## config.mk

```make
export PLATFORM = sky130hd
export DESIGN_NAME = matrix_writeback
export DESIGN_NICKNAME = d
export VERILOG_FILES = /design/src/rtl/matrix_writeback.sv
export SDC_FILE = /design/constraint.sdc
export NUM_CORES = 1
export LEC_CHECK = 0
export CAP_MARGIN = 20
export CELL_PAD_IN_SITES_DETAIL_PLACEMENT = 2
export CELL_PAD_IN_SITES_GLOBAL_PLACEMENT = 2
export CORE_ASPECT_RATIO = 1.5
export CORE_UTILIZATION = 48
export DETAILED_ROUTE_END_ITERATION = 10
export GPL_ROUTABILITY_DRIVEN = 0
export PLACE_DENSITY = 0.86
export SLEW_MARGIN = 20
export SYNTH_ARGS = -nofsm -noshare
export SYNTH_HDL_FRONTEND = slang
export SYNTH_SLANG_ARGS = --single-unit
```

## constraint.sdc

```tcl
create_clock -name Clock -period 6.41 [get_ports Clock]
set_input_delay 0.641 -clock Clock [delete_from_list [all_inputs] [get_ports Clock]]
set_output_delay 0.641 -clock Clock [all_outputs]
set_load 0.02 [all_outputs]
```

## src/rtl/matrix_writeback.sv

```systemverilog
// matrix_writeback: gathers four transposed rows into a 4x4 buffer and writes them row-major to memory
//   Clock       rising-edge clock
//   ClearAll    asynchronous active-high reset
//   Done        row strobe, NewRow1..4 carry elements 0..3 of one row
//   Error       upstream error strobe, aborts collection
//   BaseAddress address of element [0][0], sampled with row 0
//   MemReady    memory accepts the presented word
//   Ready       high while rows can be captured
//   MemWrite    write request with MemAddress/MemData
//   WriteDone   one-cycle pulse after the 16th word
//   WriteError  one-cycle pulse after an abort
//   Overrun     sticky, a row arrived while not Ready
module matrix_writeback #(
  parameter int ADDR_WIDTH = 8,
  parameter int DATA_WIDTH = 32
) (
  input  logic                  Clock,
  input  logic                  ClearAll,
  input  logic                  Done,
  input  logic                  Error,
  input  logic [DATA_WIDTH-1:0] NewRow1,
  input  logic [DATA_WIDTH-1:0] NewRow2,
  input  logic [DATA_WIDTH-1:0] NewRow3,
  input  logic [DATA_WIDTH-1:0] NewRow4,
  input  logic [ADDR_WIDTH-1:0] BaseAddress,
  input  logic                  MemReady,
  output logic                  Ready,
  output logic                  MemWrite,
  output logic [ADDR_WIDTH-1:0] MemAddress,
  output logic [DATA_WIDTH-1:0] MemData,
  output logic                  WriteDone,
  output logic                  WriteError,
  output logic                  Overrun
);
  typedef enum logic [1:0] {COLLECT, WRITE, FINISH, ABORT} state_t;
  state_t state, next_state;
  logic [1:0] row_count;
  logic [3:0] word_count;
  logic [ADDR_WIDTH-1:0] base;
  logic [DATA_WIDTH-1:0] buffer [16];
  logic capture, last_row, xfer;
  logic [3:0] next_word;
  assign capture   = state == COLLECT && Done && !Error;
  assign last_row  = capture && row_count == 2'd3;
  assign xfer      = MemWrite && MemReady;
  assign next_word = word_count + 4'd1;
  always_ff @(posedge Clock or posedge ClearAll)
    if (ClearAll) state <= COLLECT;
    else state <= next_state;
  always_comb
    next_state = state == COLLECT ? (Error ? ABORT : last_row ? WRITE : COLLECT)
               : state == WRITE   ? (xfer && word_count == 4'd15 ? FINISH : WRITE)
               : COLLECT;
  always_comb Ready = state == COLLECT;
  always_ff @(posedge Clock)
    if (capture) begin
      buffer[{row_count, 2'd0}] <= NewRow1;
      buffer[{row_count, 2'd1}] <= NewRow2;
      buffer[{row_count, 2'd2}] <= NewRow3;
      buffer[{row_count, 2'd3}] <= NewRow4;
    end
  // Bus registers are loaded one edge ahead so the word in flight stays put until MemReady.
  always_ff @(posedge Clock or posedge ClearAll)
    if (ClearAll) begin
      row_count  <= '0;
      word_count <= '0;
      base       <= '0;
      MemWrite   <= 1'b0;
      MemAddress <= '0;
      MemData    <= '0;
      WriteDone  <= 1'b0;
      WriteError <= 1'b0;
      Overrun    <= 1'b0;
    end else begin
      WriteDone  <= next_state == FINISH;
      WriteError <= next_state == ABORT;
      if (Done && state != COLLECT) Overrun <= 1'b1;
      if (capture) row_count <= row_count + 2'd1;
      if (capture && row_count == 2'd0) base <= BaseAddress;
      if ((state == COLLECT && Error) || state == FINISH) row_count <= '0;
      if (last_row) begin
        MemWrite   <= 1'b1;
        word_count <= '0;
        MemAddress <= base;
        MemData    <= buffer[0];
      end else if (xfer) begin
        word_count <= next_word;
        MemAddress <= base + ADDR_WIDTH'(next_word);
        MemData    <= buffer[next_word];
        if (word_count == 4'd15) MemWrite <= 1'b0;
      end
    end
endmodule

```

; ---- After elaboration in Yosys (flattened, before gate mapping)
; Memory sizes are Yosys's and may differ from the RTL's.
; Cells that the tools add are included.
[totals]
register_bits = 60
latch_bits = 0
ram_bits = 512
mem_bits_ro = 0
in_bits = 141
output_inout_bits = 45
elab_cells = 55
memories = 1
[op_classes]
add_sub_neg = 3
multipliers = 0
div_mod_pow = 0
order_cmp = 0
n_eq_ne = 6
shifts = 0
mux = 18
n_bitwise = 0
reduce_logical = 17
[mem_list]
columns = memory, depth, width, rd, rd_clocked_by_memory_dff, write_ports, line_no
row1 = buffer, 16, 32, 2, 0, 4, 40  ; logic [DATA_WIDTH-1:0] buffer [16];
[ops]
columns = operator, n
row1 = 32-bit 2-to-1 mux, 2
row2 = 8-bit 2-to-1 mux, 2
row3 = 2-bit 2-to-1 mux, 6
row4 = 8-bit by 4-bit adder with 8-bit output, 1
row5 = "2-bit == test, second input constant", 4
row6 = 1-bit logical AND, 8
row7 = 4-bit 2-to-1 mux, 2
row8 = 2-bit nonzero test, 4
row9 = 1-bit 2-to-1 mux, 6
row10 = "4-bit by 1-bit adder with 4-bit output, second input constant", 1
row11 = "4-bit == test, second input constant", 1
row12 = 2-bit logical NOT, 2
row13 = "2-bit by 1-bit adder with 2-bit output, second input constant", 1
row14 = "2-bit by 1-bit == test with 1-bit output, second input constant", 1
row15 = 2-bit AND reduction, 1
row16 = 1-bit logical NOT, 1
row17 = 1-bit logical OR, 1

; ---- Depth between registers and ports, before layout
; Gate-level depths: netlist (run 1).
[logic_depth]
depth_word = 8
ltp_mapped = 11
mapped_depth_nobuf = 8

; ---- Least setup slack after synthesis (run 1)
; Ideal clock, no wire load.
[synth_timing]
path_type = input to register
start = in Error
end = mem buffer[10][0] (enable)
setup_time_ps = 502
t_arrival_ps = 3988
required_time_ps = 5908
path_slack_ps = 1919
path_stages = 2
n_path_buf = 0
path_cell_list = nor4b_4 > and2_1
[synth_lines]
columns = item, line_no
row1 = "start, declared", 20  ; input logic Error,
row2 = "end, declared", 40

; ---- Worst setup path in the final report (run 1)
[layout_timing]
start = reg word_count[0]
end = reg MemData[8]
[layout_between]
elab_chain_len = 4
[layout_lines]
columns = item, line_no
row1 = "start, declared", 38  ; logic [3:0] word_count;
row2 = "start signal, assigned", 87  ; word_count <= next_word;
row3 = 4-bit by 1-bit adder with 4-bit output, 46  ; assign next_word = word_count + 4'd1;
row4 = memory read 16 x 32 bit, -
row5 = 32-bit 2-to-1 mux, 86  ; end else if (xfer) begin
row6 = 32-bit 2-to-1 mux, 81  ; if (last_row) begin
row7 = "end signal, assigned", 85  ; MemData <= buffer[0];
row8 = "end signal, assigned", 89  ; MemData <= buffer[next_word];
row9 = "end, declared", 30  ; output logic [DATA_WIDTH-1:0] MemData,
; No other way between the ends. The select of a mux whose other input is x is not followed.
; A chain may end at the register's enable or synchronous reset.

==> out/results.ini, run 1 <==
[outcome]
status = completed

[timing]
rsz0062_at_grt = no
maxSlewViolCount = 0
finClkSkew_ns = 0.0255
slew_headroom = 0.298
final_hold_viol_count = 0
timing.final.crit_share = 0.603
tightest_slew_ns = 1.05
period_needed_ns = 3.87
tns_ns = 0
fmax_mhz = 259
finalSetupViolations = 0

[clock_network]
cts_tree = done
ctsRootBufferMaster = clkbuf_16
cts_hold_repair.buffers = 0
cts_setup_buffers = 0
clk_path_buf_depth = 3
path_clk_slew_ns = 0.06
cts_made_buffers = 53
insertion_delay_ns = 0.60
cts.sinks = 572
cts_resized = 0
htreeDepth = 2

[grt]
grt_usage = 0.289
grt_pass1_wl_mm = 96.8
antenna_found_initial = 3
use_met2 = 0.533
grtUsageMet1 = 0.350
first_global_vias = 13700
grt-busiest-layer = met2
grtUsageMet3 = 0.0347
gr-total-overflow = 0
grt_max_degree = 97

[pwr]
power_switching_w = 0.00331
power_frac_seq = 0.422
p_per_area_nw_per_um2 = 425
clkPwrFrac = 0.318
power_leakage_nw = 9.03
ir_drop_mv = 0.272
p_total_w = 0.0113
combPwrFrac = 0.260
power_report.internal_total_w = 0.00799
swShare = 0.293

[synthesis]
synth_commonest_cells = edfxtp_1, nand2_1, mux4_2
yosysTopAreaCell = edfxtp_1
synthDistinctLibCells = 44
synth_edf_count = 512
syn_area_um2 = 22300
synth_most_common_cell = edfxtp_1
syn_inst = 1131
synthTopCellsByArea = edfxtp_1, mux4_2, dfrtp_1
ys_seq_area_frac = 0.758
yosys_register_bits = 572
synth_warnings = 0
synth_top_area_share = 0.691
syn_area_per_cell_um2 = 19.7
async_flop_share = 0.105
synth_flop_cell = edfxtp_1
synth_fp_nets = 1282

[floorplan]
die_w_um = 178
fp.dieArea_um2 = 47300
ios = 186
die_h_um = 266
coreArea_um2 = 45800
start_util = 0.486
row_count = 96

[min_path]
hp-start = Overrun$_DFFE_PP0P_
holdPathEnd = Overrun$_DFFE_PP0P_
hold_class = flip-flop to flip-flop
hold-path-cell-count = 1

[final_layout]
drive_above_1_share = 0.186
nets = 1475
final_area_um2 = 26600
area_growth_pct = 19.5

[critical_path]
arrival_ns = 4.31
r2r_setup_slack_ns = 2.54
reg2reg_depth = 6
start_kind = flip-flop
max_stage_delay_ns = 1.07
endpoint_kind = flip-flop
cp_max_fo = 64
r2r-end = MemData[8]$_DFFE_PP0P_
required_ns = 6.86
path_class = flip-flop to flip-flop
r2r_start = word_count[0]$_DFFE_PP0P_
cpMaxStageDelayCell = dfrtp_4
path_cells = ha_4, buf_4, mux4_2, nand2_1, a21oi_1, a2111o_1

[routing]
postRouteWirelength_mm = 66.8
drtPass1Iterations = 5
drt_iter0_drc = 1002
antenna_left = 0
post_drt_wl_per_cell_um = 34.0
drc = 0
vias = 12000
drt-vias-per-instance = 6.13

[place]
placed_area_um2 = 24700
dp_hpwl_mm = 37.6
numPortBuffers = 185

[job]
drv_cap = 0

flip-flops by register name, summed over array words and instances (netlist names):
signal / flops
buffer: 512
MemWrite: 1
WriteDone: 1
MemData: 32
WriteError: 1
state: 2
base: 8
word_count: 4
Overrun: 1
MemAddress: 8
row_count: 2
worst max-delay path, delay by kind of cell, from the launching register on:
kind,cells,cell delay (ns)
AOI/OAI and AO/OA,2,0.58
adders and majority gates,1,0.91
buffers and inverters,1,0.61
DFF,1,1.07
muxes,1,0.39
and+or+nand+nor,1,0.10
placed cells by master (no fill, tap or decap), types with 2 or more instances in the layout:
master / netlist / layout
clkinv_2: 0 / 9
o21ai_1: 2 / 2
clkdlybuf4s50_1: 0 / 185
ha_1: 9 / 8
a21oi_1: 72 / 72
and2_4: 0 / 2
nor2_1: 13 / 13
nand2_2: 1 / 2
inv_1: 6 / 4
dfrtp_1: 60 / 59
xor2_1: 2 / 2
a21o_1: 2 / 2
and2_1: 4 / 2
bufinv_16: 0 / 13
nand3_1: 4 / 3
diode_2: 0 / 6
o21ai_0: 6 / 6
nand3b_1: 2 / 2
inv_6: 0 / 3
a2111o_1: 31 / 31
edfxtp_1: 512 / 512
buf_6: 15 / 2
and3_1: 32 / 32
clkinv_1: 0 / 8
clkinvlp_4: 0 / 6
mux4_2: 129 / 129
buf_4: 2 / 14
clkbuf_16: 0 / 55
a31oi_1: 2 / 2
nor3_1: 3 / 3
a211oi_1: 2 / 2
xnor2_1: 5 / 5
clkbuf_1: 31 / 7
mux2_2: 8 / 8
nand2_1: 143 / 142
nand3_2: 1 / 2
cell type report:
class                      instances  area, um^2
fill                            3703       19100
antenna                            6        15.0
tap                              588         736
inverter                           8        41.3
multi-input combinational        488        5020
clock inverter                    37         523
timing repair buffer             201        1980
sequential                       572       16900
clock buffer                      63        1420
cells by family after synthesis:
kind of cell / synth area share
AO/OA/AOI/OAI: 0.0374
XOR/XNOR: 0.00348
adder cells (fa/ha/maj): 0.00596
buffers and inverters: 0.0180
flip-flops: 0.758
multiplexers: 0.135
AND/OR/NAND/NOR: 0.0422
power by group through the flow:
stage	registers (W)	logic (W)	clock network (W)
after global placement	0.00478	0.00267	0
after CTS	0.00478	0.00297	0.00363
after floorplan	0.00480	0.00196	0
after detailed placement	0.00483	0.00287	0
after global routing	0.00481	0.00313	0.00373
final	0.00477	0.00294	0.00359
worst max path at each step:
stage                                    startpoint                 endpoint  slack, ns  cells after the start
after floorplan                               Error  buffer[10][0]$_DFFE_PP_       1.92                      2
after global placement                        Error  MemData[15]$_DFFE_PP0P_       2.43                      7
after CTS                 word_count[0]$_DFFE_PP0P_   MemData[9]$_DFFE_PP0P_       2.50                      6
final                     word_count[0]$_DFFE_PP0P_   MemData[8]$_DFFE_PP0P_       2.54                      6
after detailed placement                      Error  MemData[28]$_DFFE_PP0P_       2.21                      7
after global routing      word_count[0]$_DFFE_PP0P_   MemData[9]$_DFFE_PP0P_       2.28                      6
metal layers:
layer	wire, um	vias to the layer above
met3	2760	104
met1	25100	6546
met2	37200	433
met5	0	-
met4	1710	0
li1	-	4943
stage by stage:
stage | setup WS [ns] | hold slack (ns) | util | cells
2_1_floorplan | 1.92 | 0.464 | - | 1131
3_3_place_gp | 2.43 | 0.452 | 0.539 | 1857
3_5_place_dp | 2.21 | 0.456 | 0.539 | 1857
4_1_cts | 2.50 | 0.479 | 0.581 | 1957
5_1_grt | 2.28 | 0.490 | 0.582 | 1963
6_report | 2.54 | 0.475 | 0.582 | 1963
No activity file was read; power rests on OpenSTA's default activity.
==> run 2: changes to the inputs <==
--- a/config.mk
+++ b/config.mk
@@ -9,10 +9,10 @@
 export CELL_PAD_IN_SITES_DETAIL_PLACEMENT = 2
 export CELL_PAD_IN_SITES_GLOBAL_PLACEMENT = 2
 export CORE_ASPECT_RATIO = 1.5
-export CORE_UTILIZATION = 48
+export CORE_UTILIZATION = 40
 export DETAILED_ROUTE_END_ITERATION = 10
 export GPL_ROUTABILITY_DRIVEN = 0
-export PLACE_DENSITY = 0.86
+export PLACE_DENSITY = 0.76
 export SLEW_MARGIN = 20
 export SYNTH_ARGS = -nofsm -noshare
 export SYNTH_HDL_FRONTEND = slang
==> constraint.sdc (replaced) <==
create_clock -name Clock -period 3.45 [get_ports Clock]
set_input_delay 0.345 -clock Clock [delete_from_list [all_inputs] [get_ports Clock]]
set_output_delay 0.345 -clock Clock [all_outputs]
set_load 0.02 [all_outputs]
==> out/results.ini, run 2 (synthesis gave the netlist of run 1 again) <==
[outcome]
status = completed

[floorplan]
row_count = 105  ; +9.4%
fp.dieArea_um2 = 56600  ; +20%
die_h_um = 291  ; +9.5%
coreArea_um2 = 54800  ; +20%
ios = 186  ; unchanged
start_util = 0.406  ; -0.0801
die_w_um = 195  ; +9.4%

[place]
numPortBuffers = 185  ; unchanged
dp_slack_ns = 0.448  ; -1.76 ns
dp_hpwl_mm = 38.8  ; +3.3%

[critical_path]
startpoint = word_count[0]$_DFFE_PP0P_
cp_max_fo = 56  ; -13%
r2r_setup_slack_ns = 0.79  ; -1.75 ns
start_kind = flip-flop
reg2reg_depth = 6  ; unchanged
path_class = flip-flop to flip-flop
arrival_ns = 3.11  ; -1.20 ns
r2r-end = MemData[14]$_DFFE_PP0P_
endpoint_kind = flip-flop
critical_path.endpoint = MemData[14]$_DFFE_PP0P_
required_ns = 3.90  ; -2.96 ns
r2r_start = word_count[0]$_DFFE_PP0P_

[timing]
fin_ws_ns = 0.791  ; -1.75 ns
timing.final.crit_share = 0.771  ; +0.168
fmax_mhz = 376  ; +45%
tns_ns = 0  ; unchanged
rsz0062_at_grt = no
period_needed_ns = 2.66  ; -1.21 ns
tightest_slew_ns = 0.947  ; -0.106 ns
slew_headroom = 0.368  ; +0.0706
maxSlewViolCount = 0  ; unchanged
final_hold_viol_count = 0  ; unchanged
finClkSkew_ns = 0.0148  ; -0.0108 ns
finalSetupViolations = 0  ; unchanged

[clock_network]
clk_path_buf_depth = 3  ; unchanged
cts_setup_buffers = 0  ; unchanged
cts_hold_repair.buffers = 0  ; unchanged
insertion_delay_ns = 0.58  ; -0.02 ns
cts_made_buffers = 55  ; +3.8%
ctsRootBufferMaster = clkbuf_16
cts.sinks = 572  ; unchanged
cts_tree = done
htreeDepth = 2  ; unchanged
cts_resized = 0  ; unchanged
path_clk_slew_ns = 0.07  ; about the same

[routing]
drt_iter0_drc = 748  ; -25%
drt-vias-per-instance = 5.65  ; -7.7%
postRouteWirelength_mm = 61.3  ; -8.2%
antenna_left = 0  ; unchanged
drc = 0  ; unchanged
vias = 11800  ; -2.1%
drtPass1Iterations = 4  ; -1
post_drt_wl_per_cell_um = 29.4  ; -14%

[pwr]
p_per_area_nw_per_um2 = 772  ; +82%
ir_drop_mv = 0.577  ; +110%
p_total_w = 0.0209  ; +85%
power_leakage_nw = 9.17  ; +1.5%

[grt]
grt_pass1_wl_mm = 91.2  ; -5.8%
antenna_found_initial = 4  ; +1
first_global_vias = 13500  ; -1.5%
grt_usage = 0.221  ; -0.0683
grt_max_degree = 104  ; +7.2%
gr-total-overflow = 0  ; unchanged

[job]
drv_cap = 0  ; unchanged

[min_path]
hold_class = input pin to async pin

[final_layout]
layout_common_cells = edfxtp_1, clkdlybuf4s50_1, nand2_1
largest_reg_flops = 512  ; unchanged
layout_commonest_cell = edfxtp_1
nets = 1491  ; +1.1%
area_growth_pct = 21.4
top_regs = buffer: 512 flops, MemData: 32 flops
regMostFlops = buffer
drive_above_1_share = 0.195  ; +0.00882

## run 2: where the power goes
group | switching, W | internal (W) | total (W)
logic | 0.00279 | 0.00276 | 0.00555
registers | 0.000446 | 0.00825 | 0.00870
clock network | 0.00264 | 0.00398 | 0.00662
total | 0.00588 | 0.0150 | 0.0209
## run 2: metrics by stage
stage                     cells  hold WS (ns)   util  instance area (um^2)
after floorplan            1131         0.444      -                 22300
after global placement     1978         0.451  0.457                 25000
after detailed placement   1978         0.475  0.457                 25000
after CTS                  2079         0.217  0.493                 27000
after global routing       2082         0.252  0.493                 27000
final                      2083         0.209  0.493                 27000
## run 2: worst min path at each step
stage / start / end / slack (ns) / depth (start not counted)
after floorplan: NewRow1[0] / buffer[0][0]$_DFFE_PP_ / 0.44 / 0
after CTS: ClearAll / WriteError$_DFF_PP0_ / 0.22 / 2
after global placement: Overrun$_DFFE_PP0P_ / Overrun$_DFFE_PP0P_ / 0.45 / 1
final: ClearAll / WriteError$_DFF_PP0_ / 0.21 / 2
after global routing: ClearAll / WriteError$_DFF_PP0_ / 0.25 / 2
after detailed placement: Overrun$_DFFE_PP0P_ / Overrun$_DFFE_PP0P_ / 0.47 / 1
## run 2: layout make-up
type	instances	area, um^2
Antenna cell	4	10.0
Clock buffer	68	1500
Clock inverter	33	482
Fill cell	4834	27800
Inverter	8	40.0
Multi-Input combinational cell	488	5020
Sequential cell	572	16900
Tap cell	695	870
Timing Repair Buffer	215	2210
## run 2: critical path: stages, from the launching register on
cell      delay (ns)
dfrtp_4         0.52
ha_4            0.56
buf_12          0.35
mux4_2          0.39
nand2_1         0.09
a21oi_1         0.10
a2111o_1        0.41
## run 2: per-layer routing
layer  vias up  wire (um)  track usage
met5         -         11            0
met4         2       2110       0.0871
met3       114       2330       0.0269
met2       323      33500        0.404
met1      6354      23300        0.263
li1       4983          -            -
==> run 3: changes to the inputs <==
--- a/config.mk
+++ b/config.mk
@@ -9,10 +9,10 @@
 export CELL_PAD_IN_SITES_DETAIL_PLACEMENT = 2
 export CELL_PAD_IN_SITES_GLOBAL_PLACEMENT = 2
 export CORE_ASPECT_RATIO = 1.5
-export CORE_UTILIZATION = 40
+export CORE_UTILIZATION = 44
 export DETAILED_ROUTE_END_ITERATION = 10
 export GPL_ROUTABILITY_DRIVEN = 0
-export PLACE_DENSITY = 0.76
+export PLACE_DENSITY = 0.8
 export SLEW_MARGIN = 20
 export SYNTH_ARGS = -nofsm -noshare
 export SYNTH_HDL_FRONTEND = slang
==> constraint.sdc (replaced) <==
create_clock -name Clock -period 2.47 [get_ports Clock]
set_input_delay 0.247 -clock Clock [delete_from_list [all_inputs] [get_ports Clock]]
set_output_delay 0.247 -clock Clock [all_outputs]
set_load 0.02 [all_outputs]
==> out/results.ini, run 3 (synthesis gave the netlist of run 1 again) <==
[final_layout]
finalNonFillerCells = 2068  ; -0.72%
layout_common_cells = edfxtp_1, clkdlybuf4s50_1, nand2_1
layout_commonest_cell = edfxtp_1
nets = 1507  ; +1.1%
regMostFlops = buffer
largest_reg_flops = 512  ; unchanged
drive_above_1_share = 0.200  ; +0.00506
area_growth_pct = 21.8
top_regs = buffer: 512 flops, MemData: 32 flops
final_area_um2 = 27100  ; +0.37%

[routing]
drt_iter0_drc = 890  ; +19%
drtPass1Iterations = 5  ; +1
antenna_left = 0  ; unchanged
drc = 0  ; unchanged
postRouteWirelength_mm = 65.1  ; +6.2%
drt-vias-per-instance = 5.78  ; +2.2%
post_drt_wl_per_cell_um = 31.5  ; +7.0%
vias = 11900  ; +1.4%

[clock_network]
cts_made_buffers = 52  ; -5.5%
cts_tree = done
htreeDepth = 2  ; unchanged
insertion_delay_ns = 0.60  ; +0.02 ns
ctsRootBufferMaster = clkbuf_16
path_clk_slew_ns = 0.07  ; about the same
clk_path_buf_depth = 3  ; unchanged
cts.sinks = 572  ; unchanged

[floorplan]
die_h_um = 278  ; -4.6%
ios = 186  ; unchanged
row_count = 100  ; -4.8%
start_util = 0.447  ; +0.0407
die_w_um = 186  ; -4.6%
fp.dieArea_um2 = 51500  ; -9.0%
coreArea_um2 = 49800  ; -9.1%

[min_path]
hold_class = input pin to async pin

[place]
numPortBuffers = 185  ; unchanged
dp_hpwl_mm = 40.4  ; +4.0%
placed_area_um2 = 25400  ; +1.3%
dpl.cell_count = 1965  ; -0.66%
dp_slack_ns = 0.00783  ; -0.440 ns

[grt]
first_global_vias = 13900  ; +3.1%
gr-total-overflow = 0  ; unchanged
grt_pass1_wl_mm = 95.6  ; +4.9%
grt_max_degree = 108  ; +3.8%
antenna_found_initial = 5  ; +1
grt_usage = 0.261  ; +0.0398

[timing]
slew_headroom = 0.572  ; +0.203
final_hold_viol_count = 0  ; unchanged
finalSetupViolations = 0  ; unchanged
tightest_slew_ns = 0.642  ; -0.305 ns
rsz0062_at_grt = no
fin_ws_ns = 0.0482  ; -0.742 ns
finClkSkew_ns = 0.0388  ; +0.0240 ns
fmax_mhz = 413  ; +9.8%
period_needed_ns = 2.42  ; -0.238 ns
maxSlewViolCount = 0  ; unchanged
timing.final.crit_share = 0.980  ; +0.210

[pwr]
p_per_area_nw_per_um2 = 1060  ; +38%
ir_drop_mv = 0.642  ; +11%
power_leakage_nw = 9.22  ; +0.57%

[critical_path]
cp_max_fo = 27  ; -52%
arrival_ns = 2.88  ; -0.23 ns
worst-path-buf-inv = 2  ; +1
required_ns = 2.93  ; -0.97 ns
start_kind = flip-flop
cp_top_family = flip-flops
endpoint_kind = flip-flop
max_stage_delay_ns = 0.52  ; -0.04 ns
path_cells = ha_4, buf_12, buf_12, mux4_2, nand2_1, a21oi_1, a2111o_1
cpMaxStageDelayCell = dfrtp_4
worst_path_most_repeated_cell = buf_12
path_class = flip-flop to flip-flop

[job]
drv_cap = 0  ; unchanged

[outcome]
status = completed

==> run 3: cell type report <==
cell class / instances / area [um^2]
inverter: 8 / 40.0
timing repair buffer: 234 / 2580
tap: 663 / 830
clock inverter: 24 / 278
clock buffer: 73 / 1450
fill: 4286 / 22700
multi-input combinational: 488 / 5040
sequential: 572 / 16900
antenna: 6 / 15.0
==> run 3: power by group <==
| group | switching, W | internal, W |
|---|---|---|
| registers | 0.000607 | 0.0115 |
| logic | 0.00414 | 0.00420 |
| clock network | 0.00362 | 0.00474 |
==> run 3: final timing paths <==
| check | end | startpoint | depth (start not counted) | slack [ns] |
|---|---|---|---|---|
| worst max-delay path | MemData[26]$_DFFE_PP0P_ | word_count[0]$_DFFE_PP0P_ | 7 | 0.05 |
| worst min-delay path | WriteError$_DFF_PP0_ | ClearAll | 2 | 0.06 |
| worst max register to register | MemData[26]$_DFFE_PP0P_ | word_count[0]$_DFFE_PP0P_ | 7 | 0.05 |
| worst min register to register | Overrun$_DFFE_PP0P_ | Overrun$_DFFE_PP0P_ | 1 | 0.48 |
| max in group asynchronous | MemData[14]$_DFFE_PP0P_ | ClearAll | 3 | 1.63 |
| min in group Clock | base[3]$_DFFE_PP0P_ | BaseAddress[3] | 2 | 0.30 |
==> run 3: layer usage <==
metal	GRT usage	vias to the layer above	routed length, um	part of all wire
met3	0.0294	103	2630	0.040
li1	-	5002	-	-
met5	0	-	12	0.00018
met1	0.303	6493	23900	0.37
met4	0.0958	2	1740	0.027
met2	0.487	346	36800	0.57
==> run 3: timing repair <==
item                                    in CTS  in global routing
hold buffers                                 0                  0
resized for setup                            0                  2
endpoints found under the setup margin       0                  1
hold endpoints to repair                     0                  0
buffers inserted                             0                  0
==> run 3: worst register-to-register path, cell delays in order (launching register included) <==
cell      delay (ns)
dfrtp_4         0.52
ha_4            0.36
buf_12          0.24
buf_12          0.23
mux4_2          0.34
nand2_1         0.13
a21oi_1         0.12
a2111o_1        0.39
==> run 3: stage by stage <==
stage / setup TNS [ns] / utilization / power [W] / hold slack [ns]
after CTS: 0 / 0.544 / 0.0291 / 0.0583
after global placement: 0 / 0.509 / 0.0200 / 0.468
after global routing: 0 / 0.544 / 0.0299 / 0.101
final: 0 / 0.545 / 0.0288 / 0.0605
after floorplan: -204.09 / - / 0.0175 / 0.346
after detailed placement: 0 / 0.509 / 0.0206 / 0.469
